File: config.mk
export PLATFORM = sky130hd
export DESIGN_NAME = apx_int_add_acc
export DESIGN_NICKNAME = d
export VERILOG_FILES = /design/src/rtl/apx_int_add_acc.sv
export SDC_FILE = /design/constraint.sdc
export NUM_CORES = 1
export LEC_CHECK = 0
export BUFFER_PORTS_ARGS = -buffer_cell sky130_fd_sc_hd__buf_2
export CORE_AREA = 3 3 130 132
export DETAILED_ROUTE_END_ITERATION = 10
export DIE_AREA = 0 0 133 135
export PLACE_DENSITY = 0.6
export SETUP_SLACK_MARGIN = 0.3
export SYNTH_ARGS = -nofsm -noshare
export SYNTH_HDL_FRONTEND = slang
export SYNTH_SLANG_ARGS = --single-unit
File: constraint.sdc
create_clock -name clk -period 8.46 [get_ports clk]
set_input_delay 0.846 -clock clk [delete_from_list [all_inputs] [get_ports clk]]
set_output_delay 0.846 -clock clk [all_outputs]
set_load 0.02 [all_outputs]
File: src/rtl/apx_int_add_acc.sv
// Frame accumulator for approximate adder results: LSB truncation, wide sum, valid/ready output.
// Optional APX_ACC_SAT_EN: saturate the accumulator to all-ones on carry out instead of wrapping.
module apx_int_add_acc #(
  parameter int BWOP  = 32,
  parameter int BWACC = 40,
  parameter int CNTW  = 8,
  parameter int TRW   = 6
) (
  input  logic             clk,
  input  logic             rst,
  input  logic             in_valid,
  output logic             in_ready,
  input  logic [BWOP-1:0]  in_data,
  input  logic [CNTW-1:0]  cfg_len,
  input  logic [TRW-1:0]   cfg_trunc,
  output logic             out_valid,
  input  logic             out_ready,
  output logic [BWACC-1:0] out_data,
  output logic             out_ovf,
  output logic             busy
);

  typedef enum logic {ST_ACC = 1'b0, ST_OUT = 1'b1} state_t;

  state_t            state_q, state_d;
  logic [BWACC-1:0]  acc_q, acc_d;
  logic [CNTW-1:0]   count_q, count_d;
  logic              ovf_q, ovf_d;
  logic [CNTW-1:0]   len_q, len_d;
  logic [TRW-1:0]    trunc_q, trunc_d;
  logic [BWACC-1:0]  out_data_q, out_data_d;
  logic              out_ovf_q, out_ovf_d;

  logic              beat;
  logic              first;
  logic [CNTW-1:0]   len_use;
  logic [CNTW-1:0]   eff_len;
  logic [TRW-1:0]    trunc_use;
  logic [BWACC-1:0]  td;
  logic [BWACC:0]    sum;
  logic              ovf_new;
  logic [BWACC-1:0]  acc_new;
  logic [CNTW:0]     count_inc;
  logic              last;

  function automatic logic [BWOP-1:0] trunc_fn(input logic [BWOP-1:0] d,
                                               input logic [TRW-1:0]  t);
    logic [BWOP-1:0] mask;
    mask = '1;
    if (int'(t) >= BWOP) return '0;
    mask = mask << t;
    return d & mask;
  endfunction

`ifdef APX_ACC_SAT_EN
  function automatic logic [BWACC-1:0] sat_fn(input logic [BWACC:0] s, input logic o);
    return o ? '1 : s[BWACC-1:0];
  endfunction
`endif

  always_ff @(posedge clk) begin
    if (rst) begin
      state_q    <= ST_ACC;
      acc_q      <= '0;
      count_q    <= '0;
      ovf_q      <= 1'b0;
      len_q      <= '0;
      trunc_q    <= '0;
      out_data_q <= '0;
      out_ovf_q  <= 1'b0;
    end else begin
      state_q    <= state_d;
      acc_q      <= acc_d;
      count_q    <= count_d;
      ovf_q      <= ovf_d;
      len_q      <= len_d;
      trunc_q    <= trunc_d;
      out_data_q <= out_data_d;
      out_ovf_q  <= out_ovf_d;
    end
  end

  // The first beat of a frame uses the live config; later beats use the latched copy.
  always_comb begin
    beat      = in_valid && (state_q == ST_ACC);
    first     = (count_q == '0);
    len_use   = first ? cfg_len : len_q;
    trunc_use = first ? cfg_trunc : trunc_q;
    eff_len   = (len_use == '0) ? CNTW'(1) : len_use;
    td        = BWACC'(trunc_fn(in_data, trunc_use));
    sum       = {1'b0, acc_q} + {1'b0, td};
    ovf_new   = ovf_q | sum[BWACC];
`ifdef APX_ACC_SAT_EN
    acc_new   = sat_fn(sum, ovf_new);
`else
    acc_new   = sum[BWACC-1:0];
`endif
    count_inc = {1'b0, count_q} + {{CNTW{1'b0}}, 1'b1};
    last      = (count_inc == {1'b0, eff_len});

    state_d    = state_q;
    acc_d      = acc_q;
    count_d    = count_q;
    ovf_d      = ovf_q;
    len_d      = len_q;
    trunc_d    = trunc_q;
    out_data_d = out_data_q;
    out_ovf_d  = out_ovf_q;

    if (beat) begin
      if (first) begin
        len_d   = cfg_len;
        trunc_d = cfg_trunc;
      end
      if (last) begin
        out_data_d = acc_new;
        out_ovf_d  = ovf_new;
        acc_d      = '0;
        count_d    = '0;
        ovf_d      = 1'b0;
        state_d    = ST_OUT;
      end else begin
        acc_d   = acc_new;
        ovf_d   = ovf_new;
        count_d = count_inc[CNTW-1:0];
      end
    end

    if (state_q == ST_OUT && out_ready) state_d = ST_ACC;
  end

  always_comb begin
    in_ready  = (state_q == ST_ACC);
    out_valid = (state_q == ST_OUT);
    busy      = (state_q == ST_OUT) || (count_q != '0);
    out_data  = out_data_q;
    out_ovf   = out_ovf_q;
  end

endmodule

Word-level counts from Yosys, hierarchy flattened
Index checks and enable logic that the tools add are counted.
W data, S select, Z words.
{"block": "op_classes", "addsub": 2, "n_lt_le_gt_ge": 1, "n_eq_ne": 1, "n_shift": 1, "n_mux": 9, "bitwise_logic": 3, "n_reduce_logical": 8}
{"operator": "$mux W32", "n": 2}
{"operator": "$add A40 B32 Y41", "n": 1}
{"operator": "$mux W40", "n": 1}
{"operator": "$and A32 B32 Y32", "n": 1}
{"operator": "$shl A32 B6 Y32 const A", "n": 1}
{"operator": "$mux W8", "n": 3}
{"operator": "$logic_not A8 Y1", "n": 2}
{"operator": "$add A8 B1 Y9 const B", "n": 1}
{"operator": "$eq A9 B8 Y1", "n": 1}
{"operator": "$reduce_bool A8 Y1", "n": 1}
{"operator": "$ge A6 B6 Y1 const B", "n": 1}
{"operator": "$mux W6", "n": 1}
{"operator": "$logic_and A1 B1 Y1", "n": 2}
{"operator": "$mux W1", "n": 2}
{"operator": "$reduce_and A2 Y1", "n": 1}
{"operator": "$reduce_or A2 Y1", "n": 1}
{"operator": "$logic_or A1 B1 Y1", "n": 1}
{"operator": "$not A1 Y1", "n": 1}
{"operator": "$or A1 B1 Y1", "n": 1}
{"block": "word_totals", "regBits": 105, "in_bits": 50, "out_inout_bits": 44, "wordCells": 33}

Depth between registers and ports, before layout
Gate-level depths: netlist of the first run.
{"block": "depth", "word_depth": 8, "mapped_depth": 23, "ltp_nobuf": 19}

Worst setup path before layout of the first run
No wires, ideal clock.
{"block": "synth_timing", "path_type": "reg-to-reg", "from": "register count_q[0]", "to": "register out_data_q[36] (netlist: out_data[36])", "setup_ps": 86, "arrival_ps": 4523, "required_ps": 8374, "slack_ps": 3851, "path_stages_with_launch": 23, "n_path_buf": 4, "synth_period_minus_slack_ps": 4609, "path_cell_list": "dfxtp_1 buf_2 inv_1 ha_1 nor4b_2 buf_4 nand2_1 buf_6 mux2i_1 and2_0 clkbuf_1 nand2_1 nor2_1 ha_1 and2_1 a221o_1 a31oi_1 o21ai_1 a31oi_1 o211ai_2 and3_1 xnor2_1 a211oi_1"}
{"block": "synth_between", "elab_chain_len": 6, "word_cells_on_any_way": 14, "classes_between": "add/sub (2); order compare (1); eq/ne (1); shift (1); mux (5); bitwise (1); reduce/logical (3)"}
{"element": "start, declared", "line": "27", "source": "logic [CNTW-1:0] count_q, count_d;"}
{"element": "start signal, assigned", "line": "74", "source": "count_q <= count_d;"}
{"element": "$logic_not A8 Y1", "line": "86", "source": "first = (count_q == '0);"}
{"element": "$mux W6 / $mux W8 (equally long branches)"}
{"element": "$shl A32 B6 Y32, or another cell as far along", "line": "51", "source": "mask = mask << t;"}
{"element": "$and A32 B32 Y32, or another cell as far along", "line": "52", "source": "return d & mask;"}
{"element": "$mux W32 / $eq A9 B8 Y1 (equally long branches)", "line": "51, 99"}
{"element": "$add A40 B32 Y41 / $reduce_and A2 Y1 (equally long branches)"}
{"element": "end signal, assigned", "line": "78", "source": "out_data_q <= out_data_d;"}
{"element": "end, declared", "line": "31", "source": "logic [BWACC-1:0] out_data_q, out_data_d;"}
Several ways; a longest one is shown, not always the timed one.
A chain may end at the register's enable or synchronous reset.

Worst setup path after layout of the first run
Ends and elaborated chain as after synthesis.

==> results of run 1 <==
flip-flops by register name (all words and copies together) (netlist names):
name / flops
out_ovf: 1
out_valid: 1
trunc_q: 6
acc_q: 40
count_q: 8
out_data: 40
ovf_q: 1
len_q: 8
Yosys cell counts, drive strengths merged (4+ instances only):
master  number
a21oi       99
nor3        13
or3         13
ha          34
xnor2       25
a211oi      16
and3        20
o21bai       4
dfxtp      105
o21ai       39
mux2i        6
o211ai       9
xor2        12
a21o        10
a21boi       5
clkbuf      24
a31oi        9
nor4         5
nor2b        6
nand2      129
inv         14
a22o        30
and2         6
nand3       29
a211o        5
buf         17
nand4        4
o21a         5
nor2        43
nand2b       5
per-layer routing:
layer / track usage [%] / part of all wire (%)
met1: 27.8 / 49
met2: 30.7 / 45
met3: 3.87 / 5.5
met4: 5.31 / 1.2
met5: 0 / 0
kinds of logic after synthesis:
family,share of synthesized area (%)
simple gates,22.6
compound gates,25.4
flops,33.6
buf+inv,4.08
xor+xnor,5.90
fa+ha+maj,7.12
mux,1.32
final cells by class:
class	instances	area share [%]
flip-flops and latches	105	29.2
clock buffers	10	3.32
clock inverters	6	1.60
inverters	14	0.730
well taps	216	3.75
repair buffers	101	7.30
multi-input cells	623	54.1
critical path: stages (launching register included):
cell and delay, ps:
dfxtp_1 410, inv_1 120, ha_1 170, nor4b_2 690, nand2_1 560, mux2i_1 840, o21ai_0 370, nor4_1 400
ha_1 370, a211oi_1 330, o211ai_1 200, a31oi_1 500, o21ai_1 250, a31oi_1 440, o211ai_2 220, and3_1 260
xnor2_1 130, a211oi_1 210
worst paths after layout:
| path | start | to | slack (ps) | depth (start not counted) |
|---|---|---|---|---|
| setup / recovery | count_q[0] | out_data[36] | 1910 | 17 |
| hold / removal | out_data[7] | out_data[7] | 450 | 2 |
| setup reg to reg | count_q[0] | out_data[36] | 1910 | 17 |
| hold reg to reg | out_data[7] | out_data[7] | 450 | 2 |
power groups by stage:
stage	clock (W)	sequential, W	combinational (W)
floorplan	0	0.000544	0.000238
detailed placement	0	0.000548	0.000318
CTS	0.000514	0.000536	0.000320
global placement	0	0.000548	0.000319
finish	0.000500	0.000537	0.000321
global route	0.000530	0.000540	0.000358
per-stage QoR:
| step | cell area [um^2] | setup WS [ps] | hold WS [ps] |
|---|---|---|---|
| 2_1_floorplan | 6250 | 3850 | 432 |
| 3_3_place_gp | 6850 | 2430 | 441 |
| 3_5_place_dp | 6850 | 2000 | 443 |
| 4_1_cts | 7200 | 1970 | 452 |
| 5_1_grt | 7200 | 1190 | 474 |
| 6_report | 7200 | 1910 | 449 |
==> results.md, run 1 <==
- Die W: ~130 um
- Clock Pin Slew Worst Setup and Hold Paths: about 70 ps
- TritonCTS Buffers: 9
- Die ar.: roughly 18000 um^2
- Post-cts gate resize count: 0
- Placed Cells: approximately 1100
- Number of H-tree levels: 3
- Setup Skew: approximately 11 ps
- Crit path launch type: flop
- Layout cell share with drive strength beyond 1: about 15%
- Chip height: 135 um
- Area contributors post-synth: dfxtp_1 34%, a21oi_1 7.9%, nand2_1 7.7%
- Tightest Pin Transition: 983 ps
- FILL cells: about 1600
- Routability cong.: 0.920
- Wire per inst: between 15 and 20 um
- DRC violations left: 0
- Sequential share of the synthesized area: 33.6%
- Total number of vias: between 5000 and 6000
- Routed Antenna Nets: 0
- Period utilization: 77.4%
- Pwr Density: approximately 190 nW/um^2
- Combinational share of power: between 20% and 30%
- Longest Clk Path Bufs: 2
- Net Sw Power: around 0.00042 W
- Unique masters post-synth: between 60 and 70
- Post-Syn Area: approximately 6300 um^2
- Status: finished, final reports clean
- Post-synth EDFFs: 0
- Multi-input gate area: ~3900 um^2
- Largest net degree at the start of global routing: between 70 and 80
- DRT iter0 DRCs: 491
- Total iterations of the first detailed-routing run: 5
- Fmax: roughly 150 MHz
- Vias per std cell: 5.42
- Global-route wire length before repair: 28500 um
- Setup CP Type: flop to flop
- Commonest non-fill, non-tap cell in the layout: nand2_1
- CP endpoint kind: flop
- Final net count: about 940
- GRT Util Overall: around a fifth
- Dominant synthesized flop cell: dfxtp_1
- Clock tree sinks: roughly 110
- Sw frac: roughly 31%
- Final setup fails: 0
- Post-DP HPWL: between 10000 and 15000 um
- Fin Setup TNS: 0 ps
- Cell taking the most area after synthesis: dfxtp_1
- TritonCTS clock tree: yes
- Initial cell density of the core: about two fifths
- Overflow after GRT: 0
- Clock Latency Late Sink: between 300 and 400 ps
- Pins Over Slew Limit: 0
- Minimum clock period: ~6600 ps
- Post-CTS Setup Inserts: 0
- Max-Cap Viols: 0
- Reg power frac: between 30 and 40%
- VDD IR max: 0.111 mV
- DRT Wirelength: 17700 um
- Type of the worst min-delay path: flop to flop
- Antenna violations before repair: 0
- Root buf cell: clkbuf_16
- Syn Inst Count: approximately 780
- Clock power frac: 36.8%
- FF+latch area: between 2000 and 2500 um^2
- Leakage: around 3.0 nW
- FP Rows: 46
- Post-Syn Nets: 868
- Top fanout value on the critical path: 13
- Port-buffer cells: 93
- Core Region: roughly 16000 um^2
- Async set or reset register ratio after synthesis: 0%
- Worst EP arrival: approximately 6800 ps
- Synth warnings: 0
- Seq cells post-synth: approximately 110
- Synth top area share: about 34%
- Non-filler cells, final: about 1100
- Final Hold Vio Count: 0
- CTS hold repair buffers: 0
- Slew HR: approximately 34%
- Req. time, crit path: 8730 ps
- Vias in the first global route: 5378
- Avg Cell Area, Syn: ~8 um^2
- Pint: about 0.00094 W
- Commonest cells after routing, fill and taps aside: 129 x nand2_1, 105 x dfxtp_1, 99 x a21oi_1
- Antenna diodes: 0
- IO Count: 94
- Post-layout util: a little under half
- Pwr Total: 0.00136 W
- P&R area growth vs syn: 15.2%
- Unrepaired setup endpoints after global routing: no
No activity file was read; power rests on OpenSTA's default activity.
==> run 2, diff against run 1 <==
--- a/config.mk
+++ b/config.mk
@@ -9,7 +9,7 @@
 export CORE_AREA = 3 3 130 132
 export DETAILED_ROUTE_END_ITERATION = 10
 export DIE_AREA = 0 0 133 135
-export PLACE_DENSITY = 0.6
+export PLACE_DENSITY = 0.63
 export SETUP_SLACK_MARGIN = 0.3
 export SYNTH_ARGS = -nofsm -noshare
 export SYNTH_HDL_FRONTEND = slang
==> constraint.sdc (replaced) <==
create_clock -name clk -period 6 [get_ports clk]
set_input_delay 0.6 -clock clk [delete_from_list [all_inputs] [get_ports clk]]
set_output_delay 0.6 -clock clk [all_outputs]
set_load 0.02 [all_outputs]
==> run 2 against run 1 <==
Maximum frequency up 26%. Final cell count increased by 0.74%. Combinational power up 45%. Largest cell class unchanged. Worst hold slack improved by 0.71 ps. Clock power grew 20%. Critical path depth increased by 2. Non-clock buffer count up 8. Sequential power grew 41%.
==> results.md, run 2 (synthesized netlist as in run 1, its figures left out) <==
- Die ar.: roughly 18000 um^2
- Tightest Pin Transition: 775 ps
- Fin Setup TNS: 0 ps
- Post-place setup slack: around 260 ps
- Req. time, crit path: between 6000 and 7000 ps
- FILL cells: about 1600
- Leakage: a little over 3 nW
- Global-route wire length before repair: roughly 29000 um
- Pwr Density: roughly 250 nW/um^2
- CP max stage delay: about 510 ps
- Minimum clock period: 5180 ps
- DRC violations left: 0
- VDD IR max: between 0.15 and 0.2 mV
- Layout cell share with drive strength beyond 1: between 15 and 20%
- Slew HR: 48.3%
- Period utilization: 86.4%
- Post-layout util: a little under half
- Overflow after GRT: 0
- Setup Skew: around 10 ps
- Setup CP Type: flop to flop
- Routed Antenna Nets: 0
- CTS hold repair buffers: 0
- Die W: roughly 130 um
- Antenna diodes: 0
- P&R area growth vs syn: 15.4%
- Wire length on met1: 8580 um
- Type of the worst min-delay path: flop to flop
- Port-buffer cells: between 90 and 100
- Top Metal Used: met4
- Largest net degree at the start of global routing: 71
- Pins Over Slew Limit: 0
- Wire per inst: roughly 17 um
- FP Rows: 46
- Worst EP arrival: 5470 ps
- Crit-path cells: inv_1 > ha_1 > nor4b_4 > nand2_1 > buf_4 > mux2i_1 > nand3_1 > nor4_1 > ha_1 > fa_1 > a211oi_1 > o211ai_1 > a31oi_2 > o21ai_1 > a31oi_1 > o211ai_2 > nand3_1 > or3_1 > a21oi_1
- Unrepaired setup endpoints after global routing: no
- Antenna violations before repair: 0
- Metal3 WL: between 1000 and 1500 um
- TritonCTS clock tree: yes
- Final setup margin: around 820 ps
- Initial cell density of the core: 39.5%
- Multi-input gate area: between 3000 and 4000 um^2
- Core Region: ~16000 um^2
- GRT Util Overall: roughly a fifth
- Met2 WL: between 7000 and 8000 um
- Total number of vias: just under 6000
- Hold WS: approximately 450 ps
- Status: finished, final reports clean
- Routability cong.: 0.945
- Worst-path cell with the longest stage delay: dfxtp_1
- Final net count: 947
- Total iterations of the first detailed-routing run: 5
- Top fanout value on the critical path: 10
- Number of H-tree levels: 3
- Commonest non-fill, non-tap cell in the layout: nand2_1
- Clock tree sinks: roughly 110
- Final setup fails: 0
- IO Count: 94
- Clock Latency Late Sink: 360 ps
- Vias per std cell: 5.49
- Max-Cap Viols: 0
- Post-DP HPWL: approximately 13000 um
- Final Hold Vio Count: 0
- Fmax: just under 200 MHz
- Vias in the first global route: 5542
- Clock Pin Slew Worst Setup and Hold Paths: about 70 ps
- Longest Clk Path Bufs: 2
- Root buf cell: clkbuf_16
- FF+latch area: ~2100 um^2
- DRT iter0 DRCs: roughly 520
- TritonCTS Buffers: 9
- CP endpoint kind: flop
- Crit path launch type: flop
- Chip height: between 100 and 150 um
- Commonest cells after routing, fill and taps aside: 129 x nand2_1, 105 x dfxtp_1, 99 x a21oi_1
- DRT Wirelength: 17900 um
## run 2: what timing repair did
| item | CTS | global route |
|---|---|---|
| setup buffers | 0 | 2 |
| endpoints found under the setup margin | 4 | 25 |
| resized for setup | 1 | 2 |
## run 2: per-stage QoR
stage               instances  power [W]  area, um^2
floorplan                 783    0.00110        6250
global placement         1065    0.00123        6890
detailed placement       1065    0.00122        6890
CTS                      1081    0.00183        7190
global route             1083    0.00191        7220
finish                   1083    0.00182        7220
## run 2: final timing paths
kind / to / startpoint / cells past startpoint / slack, ps
max: acc_q[34] / count_q[0] / 19 / 820
min: out_data[8] / out_data[8] / 2 / 450
max reg2reg: acc_q[34] / count_q[0] / 19 / 820
min reg2reg: out_data[8] / out_data[8] / 2 / 450
## run 2: metal layers
| metal | GRT usage, % | up-vias |
|---|---|---|
| met2 | 30.8 | 178 |
| met1 | 27.4 | 2755 |
| met3 | 4.40 | 27 |
| met4 | 5.60 | 0 |
| met5 | 0 | - |
| li1 | - | 2990 |
## run 2: area by class of cell
| cell class | instances | share of cell area (%) |
|---|---|---|
| Clock buffer | 12 | 3.28 |
| Clock inverter | 4 | 0.745 |
| Inverter | 14 | 0.728 |
| Multi-Input combinational cell | 623 | 54.3 |
| Sequential cell | 105 | 29.1 |
| Tap cell | 216 | 3.74 |
| Timing Repair Buffer | 109 | 8.11 |
## run 2: power breakdown
part | internal (W) | switching [W] | total [W] | leakage, nW
logic | 0.000181 | 0.000284 | 0.000466 | 2.04
registers | 0.000732 | 0.0000246 | 0.000756 | 0.852
clock network | 0.000325 | 0.000276 | 0.000601 | 0.133
## run 2: worst max-delay path: cells and delay by family (launching register included)
family,cells,cell delay [ps]
AOI/OAI and AO/OA,7,1780
and+or+nand+nor,6,1340
adders and majority gates,3,720
DFF,1,510
muxes,1,450
buffers and inverters,2,320
==> run 3, diff against run 2 <==
==> config.mk (replaced) <==
export PLATFORM = sky130hd
export DESIGN_NAME = apx_int_add_acc
export DESIGN_NICKNAME = d
export VERILOG_FILES = /design/src/rtl/apx_int_add_acc.sv
export SDC_FILE = /design/constraint.sdc
export NUM_CORES = 1
export LEC_CHECK = 0
export CORE_AREA = 4 4 131 133
export DETAILED_ROUTE_END_ITERATION = 10
export DIE_AREA = 0 0 135 137
export DONT_BUFFER_PORTS = 1
export PLACE_DENSITY = 0.57
export SETUP_SLACK_MARGIN = 0.3
export SYNTH_ARGS = -nofsm -noshare
export SYNTH_HDL_FRONTEND = slang
export SYNTH_SLANG_ARGS = --single-unit
==> run 3 against run 2 <==
Utilization down 3.1 points. Non-clock buffer count down 98. Count of clock-buffer cells in the layout down 2. Die area up 3.0%. Sequential power up 0.7%. Via count down 5.1%. Wire length up 2.9%. Critical path depth down 2. Highest routed layer is now met5.
==> results.md, run 3 (synthesized netlist as in run 1, its figures left out) <==
- Status: finished, final reports clean
- Post-layout util: between 40 and 50%
- Top fanout value on the critical path: 11
- Global-route wire length before repair: about 30000 um
- RR Startpoint: count_q[0]
- DRC violations left: 0
- Wire per inst: ~19 um
- Leakage: roughly 2.6 nW
- Commonest non-fill, non-tap cell in the layout: nand2_1
- Clock Pin Slew Worst Setup and Hold Paths: 70 ps
- Final net count: approximately 850
- Placed inst area: ~6400 um^2
- Type of the worst min-delay path: input pin to flop
- Non-filler cells, final: 987
- Tightest Pin Transition: approximately 1000 ps
- Number of H-tree levels: 3
- Minimum clock period: 5190 ps
- Fmax: about 190 MHz
- Combinational share of power: between 20% and 30%
- Overflow after GRT: 0
- Die ar.: around 18000 um^2
- VDD IR max: about 0.16 mV
- Slew HR: between 30% and 40%
- Routed Antenna Nets: 0
- Core Region: about 16000 um^2
- Hold depth: 1
- Period utilization: between 80% and 90%
- Sw frac: about a third
- Longest Clk Path Bufs: 2
- CTS hold repair buffers: 0
- Clock power frac: 33.6%
- IO Count: 94
- TritonCTS clock tree: yes
- P&R area growth vs syn: 7.64%
- Max-Cap Viols: 0
- Layout cell share with drive strength beyond 1: 5.34%
- DRT iter0 DRCs: roughly 390
- Placed Cells: ~970
- Net Sw Power: 0.000568 W
- Total number of vias: between 5000 and 6000
- Vias per std cell: between 5 and 6
- FP Rows: 46
- Chip height: ~140 um
- Global routing met3 resource utilization: just over 6%
- Final Hold Vio Count: 0
- GR Util met1: about a quarter
- Worst EP arrival: roughly 5500 ps
- Vias in the first global route: 5498
- Req. time, crit path: between 6000 and 7000 ps
- TritonCTS Buffers: 9
- Setup CP Type: flop to flop
- R2R depth: 17
- Antenna violations before repair: 4
- Post-DP HPWL: about 14000 um
- Pins Over Slew Limit: 0
- DRT Wirelength: 18400 um
- Pint: 0.00122 W
- Unrepaired setup endpoints after global routing: no
- Total iterations of the first detailed-routing run: 5
- Worst r2r dst: out_data[36]
- Met2 Usage GRT: approximately a third
- Hold Startpoint: rst
- Reg power frac: approximately 43%
- CP endpoint kind: flop
- Routability cong.: 0.924
- Final setup fails: 0
- Clock tree sinks: around 110
- Fin Setup TNS: 0 ps
- Setup Skew: 7.85 ps
- Largest net degree at the start of global routing: just over 70
- Clock Latency Late Sink: ~360 ps
- Die W: approximately 140 um
- Port-buffer cells: 0
- Worst hold endpoint: out_valid
- Root buf cell: clkbuf_16
- Final instance area: between 6000 and 7000 um^2
- Initial cell density of the core: 39.5%
- GRT Util Overall: roughly a fifth
- GRT busiest layer: met2
- Crit path launch type: flop
- Hold WS: 305 ps
- Flop-to-flop setup slack: between 800 and 900 ps
- Pwr Density: 266 nW/um^2
- Commonest cells after routing, fill and taps aside: 128 x nand2_1, 105 x dfxtp_1, 99 x a21oi_1
-- run 3: how the worst max path moves through the flow --
stage,startpoint,end
after global placement,count_q[0],out_data[33]
after floorplan,count_q[0],out_data[36]
after global routing,count_q[0],acc_q[34]
after CTS,count_q[0],out_data[36]
final,count_q[0],out_data[36]
after detailed placement,count_q[0],out_data[36]
-- run 3: power by group through the flow --
| stage | Sequential [W] | Combinational [W] | Clock (W) |
|---|---|---|---|
| CTS | 0.000760 | 0.000421 | 0.000616 |
| finish | 0.000761 | 0.000427 | 0.000600 |
| global route | 0.000764 | 0.000477 | 0.000643 |
| detailed placement | 0.000776 | 0.000417 | 0 |
| global placement | 0.000776 | 0.000414 | 0 |
| floorplan | 0.000767 | 0.000336 | 0 |
-- run 3: metrics by stage --
stage / worst slack, ps / power, W
6_report: 812 / 0.00179
5_1_grt: 379 / 0.00188
4_1_cts: 350 / 0.00180
3_5_place_dp: 104 / 0.00119
3_3_place_gp: 196 / 0.00119
2_1_floorplan: 1390 / 0.00110
-- run 3: worst max-delay path: stages (launching register included) --
cell      delay (ps)
dfxtp_1          510
inv_1            130
ha_1             230
nor4b_4          140
nand2_2          270
mux2i_2          440
o21ai_0          240
nor4_1           230
ha_1             330
a211oi_1         340
o211ai_1         210
a31oi_1          450
o21ai_1          260
a31oi_1          460
o211ai_2         250
and3_1           270
xnor2_1          130
a211oi_1         220
-- run 3: routing by layer --
layer	part of all wire (%)	wire length, um
met4	2.1	393
met2	47	8590
met1	44	8200
met5	0.22	40
met3	6.6	1210
-- run 3: cell type report --
type | count | area, um^2
fill | 1598 | 9100
tap | 216 | 270
antenna | 3 | 7.51
multi-input combinational | 623 | 3930
clock buffer | 10 | 229
timing repair buffer | 11 | 82.6
inverter | 14 | 52.6
clock inverter | 5 | 56.3
sequential | 105 | 2100
-- run 3: repair_timing --
| item | in CTS | in global routing |
|---|---|---|
| gates resized for setup | 1 | 4 |
| setup buffers | 0 | 1 |
| endpoints found under the setup margin | 22 | 36 |
| cloned | 0 | 0 |
